--- src/rtl/fetch_exec_sequencer.sv ---
`default_nettype none
// ============================================================================
// Module   : fetch_exec_sequencer
// Brief    : Multi-cycle fetch/decode/execute control FSM for LB, ADD and SB.
// Revision : 1.0 - initial release
// ============================================================================
module fetch_exec_sequencer #(
    parameter int READ_LATENCY = 2
) (
    input  logic        clk,
    input  logic        reset,
    input  logic        run,
    input  logic [23:0] pc_in,
    output logic [1:0]  pc_control,
    output logic        flash_re,
    output logic        flash_we,
    output logic [23:0] flash_addr,
    output logic [7:0]  flash_wdata,
    input  logic [7:0]  flash_rdata,
    output logic [31:0] ir,
    input  logic [31:0] imm,
    input  logic [4:0]  rd,
    input  logic [7:0]  rd1,
    input  logic [7:0]  rd2,
    output logic [7:0]  alu_a,
    output logic [7:0]  alu_b,
    input  logic [7:0]  alu_result,
    output logic        reg_we,
    output logic [7:0]  reg_wd,
    output logic        busy,
    output logic        instr_done,
    output logic        illegal
);

    localparam logic [2:0] c_LAST      = 3'(READ_LATENCY);
    localparam logic [6:0] c_OP_LOAD   = 7'b0000011;
    localparam logic [6:0] c_OP_ALU    = 7'b0110011;
    localparam logic [6:0] c_OP_STORE  = 7'b0100011;

    typedef enum logic [3:0] {
        S_IDLE      = 4'd0,
        S_FETCH     = 4'd1,
        S_DECODE    = 4'd2,
        S_EX_LB     = 4'd3,
        S_EX_ADD    = 4'd4,
        S_EX_ADD_WB = 4'd5,
        S_EX_SB     = 4'd6,
        S_DONE      = 4'd7,
        S_TRAP      = 4'd8
    } state_t;

    state_t      r_state;
    state_t      w_next;
    logic [2:0]  r_wait;
    logic [1:0]  r_idx;
    logic [31:0] r_ir;
    logic [7:0]  r_alu_a;
    logic [7:0]  r_alu_b;
    logic        r_illegal;

    logic        w_wait_last;
    logic        w_dec_lb;
    logic        w_dec_add;
    logic        w_dec_sb;
    logic        w_unused;

    assign w_wait_last = (r_wait == c_LAST);
    assign w_dec_lb    = (r_ir[6:0] == c_OP_LOAD)  && (r_ir[14:12] == 3'b000);
    assign w_dec_add   = (r_ir[6:0] == c_OP_ALU)   && (r_ir[14:12] == 3'b000)
                         && (r_ir[31:25] == 7'b0000000);
    assign w_dec_sb    = (r_ir[6:0] == c_OP_STORE) && (r_ir[14:12] == 3'b000);
    // Flash space is 24 bits wide; the top immediate byte is never an address.
    assign w_unused    = &{1'b0, imm[31:24]};

    assign ir      = r_ir;
    assign alu_a   = r_alu_a;
    assign alu_b   = r_alu_b;
    assign illegal = r_illegal;
    assign busy    = (r_state != S_IDLE) && (r_state != S_TRAP);

    always_ff @(posedge clk) begin
        if (reset) begin
            r_state   <= S_IDLE;
            r_wait    <= 3'd0;
            r_idx     <= 2'd0;
            r_ir      <= 32'd0;
            r_alu_a   <= 8'd0;
            r_alu_b   <= 8'd0;
            r_illegal <= 1'b0;
        end else begin
            r_state <= w_next;

            if ((r_state == S_FETCH) || (r_state == S_EX_LB)) begin
                r_wait <= w_wait_last ? 3'd0 : r_wait + 3'd1;
            end else begin
                r_wait <= 3'd0;
            end

            if (r_state == S_IDLE) begin
                r_idx <= 2'd0;
            end else if ((r_state == S_FETCH) && w_wait_last) begin
                r_ir[{r_idx, 3'b000} +: 8] <= flash_rdata;
                r_idx                      <= r_idx + 2'd1;
            end

            if (r_state == S_EX_ADD) begin
                r_alu_a <= rd1;
                r_alu_b <= rd2;
            end

            if (w_next == S_TRAP) begin
                r_illegal <= 1'b1;
            end
        end
    end

    always_comb begin
        w_next      = r_state;
        pc_control  = 2'b00;
        flash_re    = 1'b0;
        flash_we    = 1'b0;
        flash_addr  = 24'd0;
        flash_wdata = 8'd0;
        reg_we      = 1'b0;
        reg_wd      = 8'd0;
        instr_done  = 1'b0;

        case (r_state)
            S_IDLE: begin
                if (run) w_next = S_FETCH;
            end
            S_FETCH: begin
                flash_re   = 1'b1;
                flash_addr = pc_in;
                // The byte is captured and the PC bumped in the same cycle.
                if (w_wait_last) begin
                    pc_control = 2'b01;
                    if (r_idx == 2'd3) w_next = S_DECODE;
                end
            end
            S_DECODE: begin
                if (w_dec_lb)       w_next = S_EX_LB;
                else if (w_dec_add) w_next = S_EX_ADD;
                else if (w_dec_sb)  w_next = S_EX_SB;
                else                w_next = S_TRAP;
            end
            S_EX_LB: begin
                flash_re   = 1'b1;
                flash_addr = imm[23:0];
                if (w_wait_last) begin
                    reg_wd = flash_rdata;
                    reg_we = (rd != 5'd0);
                    w_next = S_DONE;
                end
            end
            S_EX_ADD: begin
                w_next = S_EX_ADD_WB;
            end
            S_EX_ADD_WB: begin
                reg_wd = alu_result;
                reg_we = (rd != 5'd0);
                w_next = S_DONE;
            end
            S_EX_SB: begin
                flash_we    = 1'b1;
                flash_addr  = imm[23:0];
                flash_wdata = rd2;
                w_next      = S_DONE;
            end
            S_DONE: begin
                instr_done = 1'b1;
                w_next     = run ? S_FETCH : S_IDLE;
            end
            S_TRAP: begin
                w_next = S_TRAP;
            end
            default: begin
                w_next = S_IDLE;
            end
        endcase
    end

endmodule
`default_nettype wire

--- config.mk ---
export PLATFORM = sky130hd
export DESIGN_NAME = fetch_exec_sequencer
export DESIGN_NICKNAME = d
export VERILOG_FILES = /design/src/rtl/fetch_exec_sequencer.sv
export SDC_FILE = /design/constraint.sdc
export NUM_CORES = 1
export LEC_CHECK = 0
export CAP_MARGIN = 10
export CORE_MARGIN = 2
export CORE_UTILIZATION = 37
export CTS_CLUSTER_SIZE = 16
export DETAILED_ROUTE_END_ITERATION = 12
export PLACE_DENSITY = 0.82
export REMOVE_ABC_BUFFERS = 1
export SLEW_MARGIN = 0
export SYNTH_ARGS = -nofsm -noshare
export SYNTH_HDL_FRONTEND = slang
export SYNTH_SLANG_ARGS = --single-unit
--- constraint.sdc ---
create_clock -name clk -period 2.4 [get_ports clk]
set_input_delay 0.6 -clock clk [delete_from_list [all_inputs] [get_ports clk]]
set_output_delay 0.6 -clock clk [all_outputs]
set_load 0.03 [all_outputs]
# Word-level counts from Yosys, hierarchy flattened

Cells that the tools add are included.

Bits in registers: 58
Latch bits: 0
Bits in writable memories: 0
Bits in read-only memories: 0
Bits of input ports: 96
Output and inout port bits: 96
Memories kept: 0

Add/sub/neg operators: 3
Multipliers: 0
Divide/modulo/power cells: 0
$lt $le $gt $ge: 0
Equal/unequal tests: 15
Shift operators: 2
Mux-type cells: 21
Bitwise operators: 2
Reductions and logical operators: 18

Operators with widths:

| cell                   | count |
|---|---|
| $pmux 24 s2            | 1 |
| $bwmux 32              | 1 |
| $pmux 4 s8             | 1 |
| $shift 8x7->32 const A | 1 |
| $shiftx 8x7->32        | 1 |
| $mux 4                 | 7 |
| $eq 4x3->1 const B     | 4 |
| $mux 8                 | 2 |
| $pmux 8 s2             | 1 |
| $eq 7x6->1 const B     | 2 |
| $eq 4x2->1 const B     | 2 |
| $eq 4x4->1 const B     | 2 |
| $reduce_or 2->1        | 4 |
| $eq 7x2->1 const B     | 1 |
| $logic_not 7->1        | 1 |
| $mux 1                 | 7 |
| $neg 5->7              | 1 |
| $logic_and 1x1->1      | 6 |
| $reduce_bool 5->1      | 1 |
| $eq 4x1->1 const B     | 1 |
| $logic_not 4->1        | 1 |
| $ne 4x4->1 const B     | 1 |
| $reduce_bool 4->1      | 1 |
| $add 3x1->3 const B    | 1 |
| 9 further kinds        | 10 |

# Depth between registers and ports, before layout

Gate-level depths: netlist (run 1).

Depth after elaboration: 7
Gate-level depth with buffers: 8
Depth with buffers taken out: 6

# Least setup slack after synthesis (run 1)

Ideal clock, no wire load.

Path type: register to output
From: register r_state[1]
To: output flash_wdata[0]
Arrival time: 1648 ps
Data required time: 1800 ps
Setup slack: 152 ps
Stages on the path, launching flop included: 5
Path through: dfxtp_1 > clkbuf_1 > nand2b_1 > nor2_1 > and2_1

Word-level cells in the longest chain between the ends: 2

RTL lines:

| element                  | RTL line | source |
|---|---|---|
| start: declaration       | 52       | `state_t r_state;` |
| start signal: assignment | 91       | `r_state <= w_next;` |
| $eq 4x3->1               | 128      | `case (r_state)` |
| $mux 8                   | 128      |  |
| end: declaration         | 18       | `output logic [7:0] flash_wdata,` |

No other way between the ends.

# Final worst setup path (run 1)

From: register r_state[2]
To: output flash_addr[20]

Word-level cells in the longest chain between the ends: 3

RTL lines:

| element                                         | RTL line | source |
|---|---|---|
| $eq 4x2->1 / $eq 4x3->1 (equally long branches) | 128      |  |
| $reduce_or 2->1 (no source line)                | n/a      |  |
| $pmux 24 s2 (*)                                 | 128      |  |
| end: declaration                                | 17       | `output logic [23:0] flash_addr,` |

Every way passes the cells marked *; elsewhere a longest branch is shown, timed or not.

==> run metrics, run 1 <==
status finished, final reports clean; grt ovf 0; drt pass-1 iters 4; leakage power about 1.9 nW; # H-tree levels 3; ant diodes 0; Worst path max stage delay about 0.37 ns; R2R depth 5; hold crit path type flop to flop; full die area slightly below 9000 sq um; ys async rst share 0; die height between 90 and 100 um; Crit. End Element output port; antenna violations before repair 0; vias in the first global route roughly 3300; Max Cap Viol 0; Worst-Skew Late Latency about 0.32 ns; Synth warnings 0; Post-Synth Adder-Cell Area 0.0338; CP Launch Type flop; Cells after DPL around 640; EDFF count, synth 0; Clock Pin Slew Worst Setup and Hold Paths 0.06 ns; post-route minimum period 2.34 ns; Total GRT Usage 0.228; FF-to-FF End ir[19]$_SDFFE_PP0P_; HP Start r_wait[0]$_SDFF_PP0_; Cell Area, Synth slightly below 3000 sq um; Clock Tree Buf Depth 2; global-route wire length before repair 15900 um; Seq/Total Area, Yosys 0.392; slew margin rel. 0.589; Fmax achieved roughly 430 MHz; VDD IR-drop max slightly below 0.4 mV; Simple-Gate Fraction of Synth Area 0.276; Vias/cell around 5.3; mux share of post-synthesis cell area 0.00338; Worst R2R Start r_idx[0]$_SDFFE_PP0P_; WP data arrival 1.74 ns; Placer Congestion between 0.7 and 0.8; share of layout cells above drive strength 1 0.195; CP Cell Sequence buf_4 > xor2_2 > and3_4 > buf_12 > a22o_1 > buf_4; # fillers 630; core area 7730 sq um; Compound-Gate Fraction of Synth Area 0.225; largest net degree at the start of global routing 28; Sinks on Clock Net between 50 and 60; Synth Register Bits 58; register area about 1200 sq um; most frequent CP cell buf_4; critical path class flop to output port; nets ~650; fin. max-slew vios 0; Post-Place Worst Slack -0.509 ns; Syn Area/Cell approximately 8.4 sq um; hold depth 1; Hold Crit Endpoint r_wait[0]$_SDFF_PP0_; width of the die 93.4 um; DR vias roughly 3400; Tcrit/Tclk final 0.976; 1st-iter DRT viols around 140; Worst Skew roughly 0.007 ns; row count 32; synth unique cells 48; Routed WL approximately 10000 um; TritonCTS clock tree built; total CTS buffers 9; total power per unit cell area around 430 nW/um^2; CP Max Fanout 24; largest family of logic cells by synthesized area simple AND/OR/NAND/NOR gates; Final Util 0.660; Clock Root Buffer clkbuf_8; Post-Synthesis Cells ~350; Hold Violations, Final 0; DR WL/cell 16.0 um; HPWL Detailed around 8000 um; post-route ant nets 0; Setup Buffers After CTS 0; endpoints failing setup 0; io pins approximately 190; WHS about 0.43 ns; post-route non-filler standard cell count between 600 and 700; Tightest Pin Transition about 0.61 ns; most used flip-flop cell after synthesis dfxtp_1; Initial Utilization 0.383; area grow syn2layout 72.4%; fin worst setup slack between 0.05 and 0.06 ns; xor and xnor fraction of the mapped netlist area 0.00592; IO Port Bufs 182; multi-input logic area roughly 1700 sq um; R2R setup slack approximately 0.41 ns; critical path required time approximately 1.8 ns; Post-route DRC 0; CTS hold repair buffers 0; Max stage delay cell, worst path dfxtp_4
## cells in the final DEF (no fill, tap or decap), types with 4 or more instances in the layout
cell type	instances
a21oi_1	53
a22o_1	32
and2_1	9
buf_4	62
buf_6	5
clkbuf_8	11
clkdlybuf4s50_1	131
dfxtp_1	54
dlymetal6s2s_1	4
ha_1	7
inv_1	4
nand2_1	67
nand2b_1	4
nand3_1	6
nand4_1	32
nor2_1	9
nor3_1	4
nor3_2	4
## state kept, by name, indices dropped and copies added, names as in the netlist
name     cells
r_state      4
r_wait       3
illegal      1
ir          32
alu_a        8
alu_b        8
r_idx        2
## power breakdown
group	internal, mW	switching (mW)	total (mW)
Clock	0.521	0.355	0.876
Combinational	0.195	0.147	0.343
Sequential	0.966	0.00383	0.969
Total	1.68	0.507	2.19
## through the flow
stage / power [mW] / TNS [ns] / cell area, sq um
final: 2.19 / 0 / 5100
after CTS: 2.21 / -0.0806 / 5050
after floorplan: 1.09 / -12.89 / 2790
after detailed placement: 1.33 / -0.509 / 4850
after global routing: 2.27 / -0.0314 / 5100
after global placement: 1.33 / -0.494 / 4850
## worst max-delay path by stage
stage                                end  slack, ns             startpoint
after floorplan            flash_addr[0]      -0.54  r_state[0]$_SDFF_PP0_
after global placement            reg_we      -0.49                  rd[0]
after detailed placement          reg_we      -0.51                  rd[0]
after CTS                         reg_we      -0.08                  rd[0]
after global routing      flash_wdata[2]     -0.009  r_state[3]$_SDFF_PP0_
final                     flash_addr[20]       0.06  r_state[2]$_SDFF_PP0_
## worst max-delay path, delay by kind of cell, from the launching register on
kind | cells | cell delay [ns]
buffers and inverters | 3 | 0.49
and+or+nand+nor | 1 | 0.20
xor gates and xnor gates | 1 | 0.17
AOI/OAI and AO/OA | 1 | 0.20
DFF | 1 | 0.37
## cell usage after synthesis, types with 2 or more instances
master	instances	area share
nor3b_2	3	0.013
clkbuf_1	14	0.018
nor2b_1	2	0.0042
nand4_1	32	0.068
nand2b_1	4	0.0085
or4_1	2	0.0051
nor3_2	3	0.010
nor2_1	10	0.013
nand2_1	67	0.085
ha_1	8	0.034
a211oi_1	2	0.0051
and2_1	9	0.019
a22o_1	32	0.095
nand3_1	6	0.010
and3_1	2	0.0042
inv_1	5	0.0063
a21oi_1	53	0.090
buf_8	4	0.020
buf_2	6	0.010
nor3_1	5	0.0085
dfxtp_1	58	0.39
## layout make-up
cell class,instances,area share
Timing Repair Buffer,207,0.381
Multi-Input combinational cell,264,0.323
Inverter,5,0.00368
Clock inverter,3,0.00785
Sequential cell,58,0.229
Clock buffer,11,0.0297
Tap cell,102,0.0250
## kinds of logic (layout without fill, tap and decap cells)
kind of cell | Yosys count | in the layout
compound gates | 99 | 99
xor+xnor | 2 | 2
fa+ha+maj | 8 | 8
buf+inv | 32 | 226
flops | 58 | 58
mux | 1 | 1
other cells | 1 | 1
simple gates | 153 | 153
## layer usage
layer | vias up | share of wire | track usage
li1 | 1663 | - | -
met1 | 1608 | 0.39 | 0.263
met2 | 157 | 0.51 | 0.415
met3 | 12 | 0.090 | 0.0540
met4 | 0 | 0.010 | 0.0650
met5 | - | 0 | 0
## timing repair
action / CTS / global route
pin swaps: 0 / 5
setup endpoints to repair: 43 / 34
resized for setup: 15 / 15
Note: power is estimated with default switching activity, not from simulation.
==> run 2: changes to the inputs <==
--- a/config.mk
+++ b/config.mk
@@ -10,7 +10,7 @@
 export CORE_UTILIZATION = 37
 export CTS_CLUSTER_SIZE = 16
 export DETAILED_ROUTE_END_ITERATION = 12
-export PLACE_DENSITY = 0.82
+export PLACE_DENSITY = 0.83
 export REMOVE_ABC_BUFFERS = 1
 export SLEW_MARGIN = 0
 export SYNTH_ARGS = -nofsm -noshare
==> run 2 against run 1 <==
  * Non-clock buffer count stayed put
  * Die area unchanged
  * Largest cell class unchanged
  * Global-route usage is 0.24 points higher
  * Setup slack improved by 0.0067 ns
  * Critical path type is now input port to output port
  * First-iteration DRC count up 77%
  * Clock power fell by 1%
  * Sequential power barely moved
==> run metrics, run 2 (synthesis gave the netlist of run 1 again) <==
status finished, final reports clean (unchanged); Top Metal Used met4 (unchanged); CP Cell Sequence dlygate4sd2_1 > or4_1 > o22a_1 > buf_6 (was buf_4 > xor2_2 > and3_4 > buf_12 > a22o_1 > buf_4); WP data arrival 1.74 ns (about the same); Clock Tree Buf Depth 2 (unchanged); ant diodes 0 (unchanged); FF-to-FF End ir[7]$_SDFFE_PP0P_ (was ir[19]$_SDFFE_PP0P_); 1st-iter DRT viols 246 (was 139); vias in the first global route 3204 (was 3290); leakage power 1.90 nW (was 1.94 nW); Hold Violations, Final 0 (unchanged); width of the die 93.4 um (unchanged); DR WL/cell 15.8 um (was 16.0 um); DR vias 3429 (was 3440); R2R setup slack 0.37 ns (was 0.41 ns); Worst Skew 0.00997 ns (was 0.00697 ns); setup tns final 0 ns (unchanged); slew margin rel. 0.577 (was 0.589); antenna violations before repair 0 (unchanged); total power per unit cell area 430 nW/um^2 (was 429 nW/um^2); post-route ant nets 0 (unchanged); Tcrit/Tclk final 0.973 (was 0.976); drt pass-1 iters 4 (unchanged); Tightest Pin Transition 0.633 ns (was 0.615 ns); total CTS buffers 9 (unchanged); grt ovf 0 (unchanged); core area 7730 sq um (unchanged); CTS hold repair buffers 0 (unchanged); commonest non-fill, non-tap cell in the layout clkdlybuf4s50_1 (unchanged); # fillers 618 (was 630); Worst Setup SP rd[4] (was r_state[2]$_SDFF_PP0_); RSZ-0062 raised after global routing false; nets 649 (unchanged); largest net degree at the start of global routing 42 (was 28); Crit. End Element output port (unchanged); Cells after DPL 636 (unchanged); crit path to reg_we (was flash_addr[20]); Post-DP Area 4850 sq um (unchanged); CP Max Fanout 1 (was 24); Total GRT Usage 0.230 (was 0.228); critical path required time 1.80 ns (about the same); fin. max-slew vios 0 (unchanged); Placer Congestion 0.844 (was 0.800); Met1 Routed Length 4050 um (was 4000 um); Max stage delay cell, worst path or4_1 (was dfxtp_4); Fmax achieved 428 MHz (was 427 MHz); Worst path max stage delay 0.53 ns (was 0.37 ns); Tot Pwr 2.18 mW (was 2.19 mW); Post-route DRC 0 (unchanged); io pins 192 (unchanged); post-route minimum period 2.34 ns (about the same); R2R depth 5 (unchanged); VDD IR-drop max 0.308 mV (was 0.384 mV); Routed WL 10300 um (was 10400 um); Worst R2R Start r_idx[0]$_SDFFE_PP0P_ (unchanged); CP Launch Type input port (was flop); IO Port Bufs 182 (unchanged); Final Instance Area 5070 sq um (was 5100 sq um); Sinks on Clock Net 58 (unchanged); Max Cap Viol 0 (unchanged); row count 32 (unchanged); Worst-Skew Late Latency 0.33 ns (was 0.32 ns); hold crit path type flop to flop (unchanged); Final Util 0.656 (was 0.660); met2 wire length 5240 um (was 5340 um); die height 93.4 um (unchanged); Clock Pin Slew Worst Setup and Hold Paths 0.06 ns (about the same); hold depth 2 (was 1); Initial Utilization 0.383 (unchanged); Clock Root Buffer clkbuf_8 (unchanged); most frequent cells in the layout clkdlybuf4s50_1, nand2_1, buf_4 (unchanged); Largest register FFs 32 (unchanged); met3 WL post-DR 868 um (was 931 um); area grow syn2layout 71.2% (was 72.4%); # H-tree levels 3 (unchanged); share of layout cells above drive strength 1 0.191 (was 0.195); critical path class input port to output port (was flop to output port); TritonCTS clock tree built (unchanged); global-route wire length before repair 15900 um (about the same); endpoints failing setup 0 (unchanged); HPWL Detailed 8000 um (was 8030 um); Vias/cell 5.27 (was 5.29); full die area 8730 sq um (unchanged); post-route non-filler standard cell count 651 (was 650)
[run 2: layout make-up]
class	count	area (sq um)	area share
clock buffers	12	145	0.0286
clock inverters	3	40.0	0.00790
inverters	5	18.8	0.00370
multi-input cells	264	1640	0.324
flip-flops and latches	58	1170	0.230
well taps	102	128	0.0252
repair buffers	207	1930	0.380
[run 2: through the flow]
step	setup slack, ns	hold WS, ns
floorplan	-0.537	0.417
finish	0.0639	0.449
global placement	-0.492	0.439
CTS	0.0112	0.453
detailed placement	-0.534	0.444
global route	0.00172	0.478
[run 2: layer usage]
metal	vias to the layer above	GRT usage
met5	-	0
met4	0	0.0699
met3	16	0.0540
met2	147	0.407
met1	1590	0.275
li1	1676	-
[run 2: power breakdown]
part           internal, mW  switching [mW]
clock                 0.499           0.368
combinational         0.194           0.148
sequential            0.966         0.00377
total                  1.66           0.520
[run 2: worst max-delay path: cells and delay by family]
kind / cells / cell delay (ns)
buf+inv: 2 / 0.37
simple gates: 1 / 0.53
compound gates: 1 / 0.24
[run 2: worst min path at each step]
stage | to | startpoint | slack [ns]
finish | ir[18]$_SDFFE_PP0P_ | ir[18]$_SDFFE_PP0P_ | 0.45
global route | alu_b[2]$_SDFFE_PP0P_ | alu_b[2]$_SDFFE_PP0P_ | 0.48
CTS | ir[18]$_SDFFE_PP0P_ | ir[18]$_SDFFE_PP0P_ | 0.45
detailed placement | ir[18]$_SDFFE_PP0P_ | ir[18]$_SDFFE_PP0P_ | 0.44
global placement | ir[22]$_SDFFE_PP0P_ | ir[22]$_SDFFE_PP0P_ | 0.44
floorplan | r_wait[0]$_SDFF_PP0_ | r_wait[0]$_SDFF_PP0_ | 0.42
[run 2: timing repair]
item	in CTS	in global routing
endpoints found under the hold margin	0	0
resized for setup	14	12
endpoints found under the setup margin	4	40
pin swaps	2	2
buffers inserted	0	0
==> run 3: changes to the inputs <==
--- a/config.mk
+++ b/config.mk
@@ -12,6 +12,7 @@
 export DETAILED_ROUTE_END_ITERATION = 12
 export PLACE_DENSITY = 0.83
 export REMOVE_ABC_BUFFERS = 1
+export SKIP_LAST_GASP = 1
 export SLEW_MARGIN = 0
 export SYNTH_ARGS = -nofsm -noshare
 export SYNTH_HDL_FRONTEND = slang
==> run 3 against run 2 <==
  * Total power about the same
  * Maximum frequency is 0.89% higher
  * Critical path type is now flop to output port
  * Die area unchanged
  * Via count up 0.70%
  * First-iteration DRC count increased by 9.3%
  * Hold slack about the same
  * Non-clock buffer count did not move
  * Final cell count unchanged
  * Sequential power barely moved
  * Critical endpoint is now flash_addr[10]
  * Largest power group unchanged
  * Combinational power barely moved
  * Design area barely moved
  * Wire length barely moved
==> run metrics, run 3 (synthesis gave the netlist of run 1 again) <==
Worst path max stage delay 0.38 ns (was 0.53 ns); Total GRT Usage 0.230 (unchanged); HPWL Detailed 8000 um (unchanged); global-route wire length before repair 15900 um (unchanged); IO Port Bufs 182 (unchanged); most frequent cells in the layout clkdlybuf4s50_1, nand2_1, buf_4 (unchanged); Clock Power Share 0.398 (about the same); Cells after DPL 636 (unchanged); switching part of the total 0.239 (was 0.238); Largest register FFs 32 (unchanged); post-route ant nets 0 (unchanged); largest net degree at the start of global routing 42 (unchanged); Clock Tree Buf Depth 2 (unchanged); total power per unit cell area 430 nW/um^2 (about the same); endpoints failing setup 0 (unchanged); io pins 192 (unchanged); row count 32 (unchanged); Max Cap Viol 0 (unchanged); Max stage delay cell, worst path dfxtp_2 (was or4_1); total CTS buffers 9 (unchanged); RSZ-0062 raised after global routing false (unchanged); commonest non-fill, non-tap cell in the layout clkdlybuf4s50_1 (unchanged); DR WL/cell 15.8 um (about the same); die height 93.4 um (unchanged); R2R depth 5 (unchanged); Sinks on Clock Net 58 (unchanged); R2R setup slack 0.36 ns (was 0.37 ns); Worst-Skew Late Latency 0.33 ns (about the same); Clock Root Buffer clkbuf_8 (unchanged); vias in the first global route 3204 (unchanged); Hold Violations, Final 0 (unchanged); Post-Place Worst Slack -0.534 ns (unchanged); Routed WL 10300 um (about the same); CP Max Fanout 25 (was 1); post-route minimum period 2.32 ns (was 2.34 ns); Vias/cell 5.30 (was 5.27); CTS hold repair buffers 0 (unchanged); status finished, final reports clean (unchanged); Hold Crit Endpoint ir[18]$_SDFFE_PP0P_ (unchanged); Flop pwr share 0.445 (about the same); core area 7730 sq um (unchanged); width of the die 93.4 um (unchanged); Worst Setup SP r_state[0]$_SDFF_PP0_ (was rd[4]); logic gate share of total power 0.157 (about the same); Internal 1.66 mW (about the same); Worst Skew 0.00969 ns (was 0.00997 ns); share of layout cells above drive strength 1 0.191 (unchanged); leakage power 1.91 nW (was 1.90 nW); area grow syn2layout 71.4% (was 71.2%); # fillers 618 (unchanged); FF-to-FF End ir[7]$_SDFFE_PP0P_ (unchanged); TritonCTS clock tree built (unchanged); Post-route DRC 0 (unchanged); fin. max-slew vios 0 (unchanged); CP Cell Sequence buf_6 > xor2_1 > and3_4 > buf_12 > a22o_1 > buf_4 (was dlygate4sd2_1 > or4_1 > o22a_1 > buf_6); nets 649 (unchanged); hold depth 2 (unchanged); grt ovf 0 (unchanged); WP data arrival 1.72 ns (was 1.74 ns); Tightest Pin Transition 0.632 ns (was 0.633 ns); slew margin rel. 0.578 (was 0.577); HP Start ir[18]$_SDFFE_PP0P_ (unchanged); critical path class flop to output port (was input port to output port); VDD IR-drop max 0.309 mV (was 0.308 mV); Clock Pin Slew Worst Setup and Hold Paths 0.07 ns (was 0.06 ns); number of buffers and inverters on the critical path 3 (was 2); # H-tree levels 3 (unchanged); antenna violations before repair 0 (unchanged); full die area 8730 sq um (unchanged); 1st-iter DRT viols 269 (was 246); Placer Congestion 0.844 (unchanged); Psw 0.521 mW (was 0.520 mW); Worst R2R Start r_idx[0]$_SDFFE_PP0P_ (unchanged); DR vias 3453 (was 3429); fin worst setup slack 0.0844 ns (was 0.0639 ns); Crit. End Element output port (unchanged); critical path required time 1.80 ns (about the same); Initial Utilization 0.383 (unchanged); Tcrit/Tclk final 0.965 (was 0.973); post-route non-filler standard cell count 651 (unchanged); Fmax achieved 432 MHz (was 428 MHz); hold crit path type flop to flop (unchanged); drt pass-1 iters 4 (unchanged); ant diodes 0 (unchanged); CP Launch Type flop (was input port); CP top delay family buffers and inverters (was simple AND/OR/NAND/NOR gates)
## run 3: cell types whose count changed in the layout (fill, tap and decap cells not counted), sizes merged
cell,previous run,this run
dlymetal6s2s,0,1
dlygate4sd2,6,5
## run 3: worst register-to-register path: stages (launching register included)
cell,delay (ns)
dfxtp_1,0.52
inv_1,0.19
ha_1,0.40
nor3b_2,0.46
nand4_1,0.22
a21oi_1,0.17
## run 3: final cells by class
class | instances | area (sq um) | area share
multi-input combinational | 264 | 1640 | 0.324
clock buffer | 12 | 145 | 0.0286
tap | 102 | 128 | 0.0252
timing repair buffer | 207 | 1930 | 0.381
sequential | 58 | 1170 | 0.230
inverter | 5 | 18.8 | 0.00370
clock inverter | 3 | 40.0 | 0.00790
## run 3: worst max path at each step
stage                endpoint  slack (ns)  cells past startpoint
2_1_floorplan   flash_addr[0]       -0.54                      3
3_3_place_gp           reg_we       -0.49                      4
3_5_place_dp           reg_we       -0.53                      4
4_1_cts                reg_we      -0.002                      4
5_1_grt             reg_wd[0]       0.002                      7
6_report       flash_addr[10]        0.08                      6
## run 3: what timing repair did
action	in CTS	in global routing
pin swaps	2	4
setup endpoints to repair	4	41
gates cloned	0	0
endpoints found under the hold margin	0	0
setup buffers	0	0
gates resized for setup	13	13
## run 3: per-layer routing
layer	up-vias	share of wire	wire length (um)	GRT usage
met1	1605	0.39	4000	0.275
met5	-	0	0	0
met2	157	0.51	5240	0.407
li1	1673	-	-	-
met4	0	0.018	181	0.0699
met3	18	0.085	880	0.0540
## run 3: power groups by stage
| stage | Clock, mW | Sequential (mW) | Combinational, mW |
|---|---|---|---|
| floorplan | 0 | 0.993 | 0.102 |
| detailed placement | 0 | 0.990 | 0.343 |
| CTS | 0.881 | 0.969 | 0.341 |
| global route | 0.932 | 0.970 | 0.361 |
| global placement | 0 | 0.990 | 0.340 |
| finish | 0.868 | 0.970 | 0.342 |
## run 3: stage by stage
stage	hold slack, ns	cell area (sq um)	util	total power [mW]	setup TNS [ns]
2_1_floorplan	0.417	2790	-	1.09	-12.89
3_3_place_gp	0.439	4850	0.627	1.33	-0.492
3_5_place_dp	0.444	4850	0.627	1.33	-0.534
4_1_cts	0.453	5030	0.651	2.19	-0.00194
5_1_grt	0.478	5070	0.656	2.26	0
6_report	0.449	5070	0.656	2.18	0
